File: src/rtl/hps_bus_responder.sv
// HPS-to-MIPS bridge responder: memory window below 0x800000, ID/CTRL/STATUS/SCRATCH registers above.
// Optional macro HPS_BUS_TIMEOUT_EN aborts stalled memory accesses after TIMEOUT_CYCLES.
module hps_bus_responder #(
    parameter int unsigned TIMEOUT_CYCLES = 255,
    parameter logic [31:0] ID_VALUE       = 32'h4D495053
) (
    input  logic        clock,
    input  logic        resetn,
    input  logic [23:0] avalon_address,
    input  logic [3:0]  avalon_byte_enable,
    input  logic        avalon_read,
    input  logic        avalon_write,
    input  logic [31:0] avalon_write_data,
    output logic        avalon_acknowledge,
    output logic [31:0] avalon_read_data,
    output logic [20:0] mem_addr,
    output logic [31:0] mem_wdata,
    output logic [3:0]  mem_be,
    output logic        mem_we,
    output logic        mem_re,
    input  logic [31:0] mem_rdata,
    input  logic        mem_ready,
    output logic        cpu_hold
);

    typedef enum logic [1:0] {IDLE, MEM, ACK, DROP} state_t;

    state_t      state_q, state_d;
    logic [23:2] addr_q, addr_d;
    logic [31:0] wdata_q, wdata_d;
    logic [3:0]  be_q, be_d;
    logic        wr_q, wr_d;
    logic [31:0] memdata_q, memdata_d;
    logic        ack_q, ack_d;
    logic [31:0] rdata_q, rdata_d;
    logic        mem_re_q, mem_re_d;
    logic        mem_we_q, mem_we_d;
    logic [20:0] mem_addr_q, mem_addr_d;
    logic [31:0] mem_wdata_q, mem_wdata_d;
    logic [3:0]  mem_be_q, mem_be_d;
    logic        hold_q, hold_d;
    logic [31:0] scratch_q, scratch_d;
    logic        status_bit;
    logic [31:0] reg_rdata;
    logic        unused_bits;

`ifdef HPS_BUS_TIMEOUT_EN
    localparam int unsigned CW = ($clog2(TIMEOUT_CYCLES + 1) > 8) ? $clog2(TIMEOUT_CYCLES + 1) : 8;
    logic [CW-1:0] cnt_q, cnt_d;
    logic          status_q, status_d;
    assign status_bit  = status_q;
    assign unused_bits = ^avalon_address[1:0];
`else
    assign status_bit  = 1'b0;
    assign unused_bits = ^{avalon_address[1:0], TIMEOUT_CYCLES[0]};
`endif

    assign avalon_acknowledge = ack_q;
    assign avalon_read_data   = rdata_q;
    assign mem_re             = mem_re_q;
    assign mem_we             = mem_we_q;
    assign mem_addr           = mem_addr_q;
    assign mem_wdata          = mem_wdata_q;
    assign mem_be             = mem_be_q;
    assign cpu_hold           = hold_q;

    always_comb begin
        reg_rdata = '0;
        case (addr_q[22:2])
            21'd0:   reg_rdata = ID_VALUE;
            21'd1:   reg_rdata = {31'd0, hold_q};
            21'd2:   reg_rdata = {31'd0, status_bit};
            21'd3:   reg_rdata = scratch_q;
            default: reg_rdata = '0;
        endcase
    end

    always_comb begin
        state_d     = state_q;
        addr_d      = addr_q;
        wdata_d     = wdata_q;
        be_d        = be_q;
        wr_d        = wr_q;
        memdata_d   = memdata_q;
        ack_d       = 1'b0;
        rdata_d     = '0;
        mem_re_d    = mem_re_q;
        mem_we_d    = mem_we_q;
        mem_addr_d  = mem_addr_q;
        mem_wdata_d = mem_wdata_q;
        mem_be_d    = mem_be_q;
        hold_d      = hold_q;
        scratch_d   = scratch_q;
`ifdef HPS_BUS_TIMEOUT_EN
        cnt_d       = cnt_q;
        status_d    = status_q;
`endif
        case (state_q)
            IDLE: begin
                if (avalon_read || avalon_write) begin
                    addr_d  = avalon_address[23:2];
                    wdata_d = avalon_write_data;
                    be_d    = avalon_byte_enable;
                    wr_d    = avalon_write;
                    if (avalon_address[23]) begin
                        state_d = ACK;
                    end else begin
                        state_d     = MEM;
                        mem_addr_d  = avalon_address[22:2];
                        mem_wdata_d = avalon_write_data;
                        mem_be_d    = avalon_byte_enable;
                        mem_we_d    = avalon_write;
                        mem_re_d    = ~avalon_write;
`ifdef HPS_BUS_TIMEOUT_EN
                        cnt_d       = '0;
`endif
                    end
                end
            end
            MEM: begin
                if (mem_ready) begin
                    mem_re_d  = 1'b0;
                    mem_we_d  = 1'b0;
                    memdata_d = mem_rdata;
                    state_d   = ACK;
`ifdef HPS_BUS_TIMEOUT_EN
                end else if (cnt_q == CW'(TIMEOUT_CYCLES - 1)) begin
                    // last stalled cycle: abort with a recognisable poison value
                    mem_re_d  = 1'b0;
                    mem_we_d  = 1'b0;
                    memdata_d = 32'hDEADBEEF;
                    status_d  = 1'b1;
                    state_d   = ACK;
                end else begin
                    cnt_d = cnt_q + 1'b1;
`endif
                end
            end
            ACK: begin
                ack_d   = 1'b1;
                state_d = DROP;
                if (!wr_q) begin
                    rdata_d = addr_q[23] ? reg_rdata : memdata_q;
                end else if (addr_q[23]) begin
                    case (addr_q[22:2])
                        21'd1: if (be_q[0]) hold_d = wdata_q[0];
`ifdef HPS_BUS_TIMEOUT_EN
                        21'd2: if (be_q[0] && wdata_q[0]) status_d = 1'b0;
`endif
                        21'd3: begin
                            for (int unsigned i = 0; i < 4; i++) begin
                                if (be_q[i]) scratch_d[8*i +: 8] = wdata_q[8*i +: 8];
                            end
                        end
                        default: ;
                    endcase
                end
            end
            DROP: begin
                if (!avalon_read && !avalon_write) state_d = IDLE;
            end
            default: state_d = IDLE;
        endcase
    end

    always_ff @(posedge clock or negedge resetn) begin
        if (!resetn) begin
            state_q     <= IDLE;
            addr_q      <= '0;
            wdata_q     <= '0;
            be_q        <= '0;
            wr_q        <= 1'b0;
            memdata_q   <= '0;
            ack_q       <= 1'b0;
            rdata_q     <= '0;
            mem_re_q    <= 1'b0;
            mem_we_q    <= 1'b0;
            mem_addr_q  <= '0;
            mem_wdata_q <= '0;
            mem_be_q    <= '0;
            hold_q      <= 1'b1;
            scratch_q   <= '0;
`ifdef HPS_BUS_TIMEOUT_EN
            cnt_q       <= '0;
            status_q    <= 1'b0;
`endif
        end else begin
            state_q     <= state_d;
            addr_q      <= addr_d;
            wdata_q     <= wdata_d;
            be_q        <= be_d;
            wr_q        <= wr_d;
            memdata_q   <= memdata_d;
            ack_q       <= ack_d;
            rdata_q     <= rdata_d;
            mem_re_q    <= mem_re_d;
            mem_we_q    <= mem_we_d;
            mem_addr_q  <= mem_addr_d;
            mem_wdata_q <= mem_wdata_d;
            mem_be_q    <= mem_be_d;
            hold_q      <= hold_d;
            scratch_q   <= scratch_d;
`ifdef HPS_BUS_TIMEOUT_EN
            cnt_q       <= cnt_d;
            status_q    <= status_d;
`endif
        end
    end

endmodule

File: config.mk
export PLATFORM = sky130hd
export DESIGN_NAME = hps_bus_responder
export DESIGN_NICKNAME = d
export VERILOG_FILES = /design/src/rtl/hps_bus_responder.sv
export SDC_FILE = /design/constraint.sdc
export NUM_CORES = 1
export LEC_CHECK = 0
export CAP_MARGIN = 20
export CORE_ASPECT_RATIO = 0.8
export CORE_MARGIN = 5
export CORE_UTILIZATION = 40
export DETAILED_ROUTE_END_ITERATION = 10
export DONT_BUFFER_PORTS = 1
export PLACE_DENSITY = 0.57
export SYNTH_ARGS = -nofsm -noshare
export SYNTH_HDL_FRONTEND = slang
export SYNTH_SLANG_ARGS = --single-unit
File: constraint.sdc
create_clock -name clock -period 4.5 [get_ports clock]
set_clock_uncertainty 0.2 [all_clocks]
set_input_delay 0.9 -clock clock [delete_from_list [all_inputs] [get_ports clock]]
set_output_delay 0.9 -clock clock [all_outputs]
set_load 0.005 [all_outputs]
==> flow_summary.toml <==
[global_route]
grt-ovfl-total = 0
grt_use_met2 = 0.234
met1_usage = 0.198
busiest_layer = "met2"
grt_pass1_vias = 4880
antenna_found_initial = 1
grt_first_pass_wirelength_mm = 28.2
grt_max_degree = 219
use_met3 = 0.0504
track_usage = 0.148

[synthesis]
netlist.area_leader.share = 0.643
synthAdderAreaFrac = 0.00593
synth-simple-area-share = 0.0359
synth_xor_area_frac = 0
synth_compound_area_frac = 0.0422
synth.net_count = 637
synth.area.mux_share = 0.246
synth-seq-cells = 218
syn_inst = 536
synth_top_family_by_area = "multiplexers"
synth_area_um2 = 8440
syn_avg_cell_area_um2 = 15.8
synth_warnings = 0
synth_area_leaders = "dfrtp_1 (64%), mux2_2 (24%), a22o_1 (2.1%), o21ai_0 (1.0%), nand4_4 (1.0%)"
netlist-cell-type-count = 33
yosysSeqAreaShare = 0.646
synth_top_area_cell = "dfrtp_1"

[clock_tree]
htreeDepth = 1
tritoncts.num_buffers = 23
numClockSinks = 218
cts_buffer_depth = 3
clk_pin_slew_ns = 0.06
cts_tree = "done"
clockRootBuffer = "clkbuf_16"
postCtsSetupRepairBufs = 0
cts_resized = 0
clkLatencyLatePin_ns = 0.50

[die]
pin_count = 190
coreArea_um2 = 20800
dieArea_um2 = 24100
fp.dieH_um = 140
dieWidth_um = 172
start_util = 0.407
rows = 47

[place]
portBuffers = 0
dp_slack_ns = 1.28
routabilityCongestion = 0.759
dp_hpwl_mm = 11.9

[outcome]
status = "complete, but fails checks"
violations = "hold timing"

[setup_path]
required_ns = 4.68
r2r_end = "avalon_read_data[1]"
worstSetupPathType = "reg -> reg"
critPathLaunch = "addr_q[18]"
r2r_start = "addr_q[18]"
r2r_cells = 4
cp-end-kind = "flop"
startpoint_type = "flop"
cp_max_fo = 13
r2r_slack_ns = 1.71
worstPathArrival_ns = 2.97

[routing]
first_iter_violations = 247
wl_per_cell_um = 21.9
wl_mm = 18.0
first_pass_iters = 4
remaining_drc_errors = 0
ant_nets = 0
vias = 4325
viasPerCell = 5.27

[pwr]
powerDensity_nw_per_um2 = 688
peakVddDrop_uv = 314
p_leak_nw = 4.19

[sta]
max_freq_ghz = 0.358
final-max-slew-violation-count = 0
maxSlewHeadroom = 0.334
finalSetupViolCount = 0
min_period_ns = 2.79
worst_slew_pin_slew_ns = 0.999
hold_violations = 217
hold_ws_ns = -0.103
setup-tns-final_ns = 0
rsz0062_at_grt = "no"
setup_ws_ns = 1.71
timing.final.crit_share = 0.620

[final_layout]
drive_gt1_frac = 0.417
area.growth.synth_to_final_pct = 10.8
nets = 637
num_antenna_cells = 0

[run]
maxCapViolCount = 0

[worst_hold_path]
min_path_type = "in -> async"
[stage by stage]
| step | hold WS [ns] | area [µm²] | total power, W | std cells | util |
|---|---|---|---|---|---|
| 6_report | -0.103 | 9360 | 0.00644 | 821 | 0.451 |
| 3_5_place_dp | 0.271 | 8640 | 0.00471 | 780 | 0.416 |
| 2_1_floorplan | 0.244 | 8440 | 0.00431 | 536 | - |
| 5_1_grt | -0.125 | 9360 | 0.00682 | 821 | 0.451 |
| 3_3_place_gp | 0.261 | 8640 | 0.00462 | 780 | 0.416 |
| 4_1_cts | -0.121 | 9360 | 0.00655 | 821 | 0.451 |
[where the power goes]
| part | internal [W] | total, W | leakage, nW | switching (W) |
|---|---|---|---|---|
| clock network | 0.00107 | 0.00180 | 0.353 | 0.000735 |
| registers | 0.00273 | 0.00323 | 2.71 | 0.000501 |
| logic | 0.000834 | 0.00140 | 1.13 | 0.000568 |
[Yosys cell counts (all sizes together)]
master	n
clkbuf	12
o2bb2ai	2
mux2i	5
inv	4
nor2b	1
nor4	4
and4b	2
and2b	1
a22o	20
and2	1
nand2	19
nand4b	1
or2	1
ha	4
and4	1
mux2	180
dfrtp	217
buf	17
nor2	4
nand4	5
dfstp	1
a21oi	14
and3	2
o21ai	18
[cell type report]
cell class,count,area [µm²]
Clock inverter,5,53.8
Tap cell,269,337
Fill cell,1817,11400
Sequential cell,218,5460
Inverter,4,15.0
Clock buffer,36,664
Timing Repair Buffer,4,30.0
Multi-Input combinational cell,285,2800
[registers in the layout (all words and copies together), names as in the netlist, 2 cells and up]
signal            count
scratch_q            32
mem_wdata            32
avalon_read_data     32
mem_be                4
state_q               2
mem_addr             21
memdata_q            32
be_q                  4
addr_q               22
wdata_q              32
[kinds of logic after synthesis]
logic type | after synthesis
multiplexers | 185
adder cells (fa/ha/maj) | 4
AND/OR/NAND/NOR | 42
flip-flops | 218
buffers and inverters | 33
AO/OA/AOI/OAI | 54
[cells in the final DEF, fill, tap and decap left out, types with 5 or more instances in the layout]
cell	instances
dfrtp_1	217
mux2_2	180
clkbuf_16	23
a22o_1	20
nand2_1	18
o21ai_0	17
a21oi_1	14
clkbuf_1	9
mux2i_1	5
[critical path, cell delays in order, from the launching register on]
cell	delay [ns]
dfrtp_1	0.38
nor4_1	0.34
and4b_1	0.59
nand4b_1	0.73
o21ai_0	0.43
[per-layer routing]
| metal | part of all wire | routed length (µm) |
|---|---|---|
| met4 | 0.022 | 400 |
| met5 | 0.0011 | 20 |
| met1 | 0.42 | 7550 |
| met3 | 0.090 | 1630 |
| met2 | 0.47 | 8420 |
[how the worst max path moves through the flow]
stage                                      end  slack [ns]  depth (start not counted)
after detailed placement                mem_re        1.28                          4
after CTS                 avalon_read_data[12]        1.63                          4
after floorplan                  mem_wdata[19]        2.25                          5
after global routing       avalon_read_data[1]        1.42                          4
after global placement                  mem_re        1.31                          4
final                      avalon_read_data[1]        1.71                          4
(Power assumes the default switching activity.)
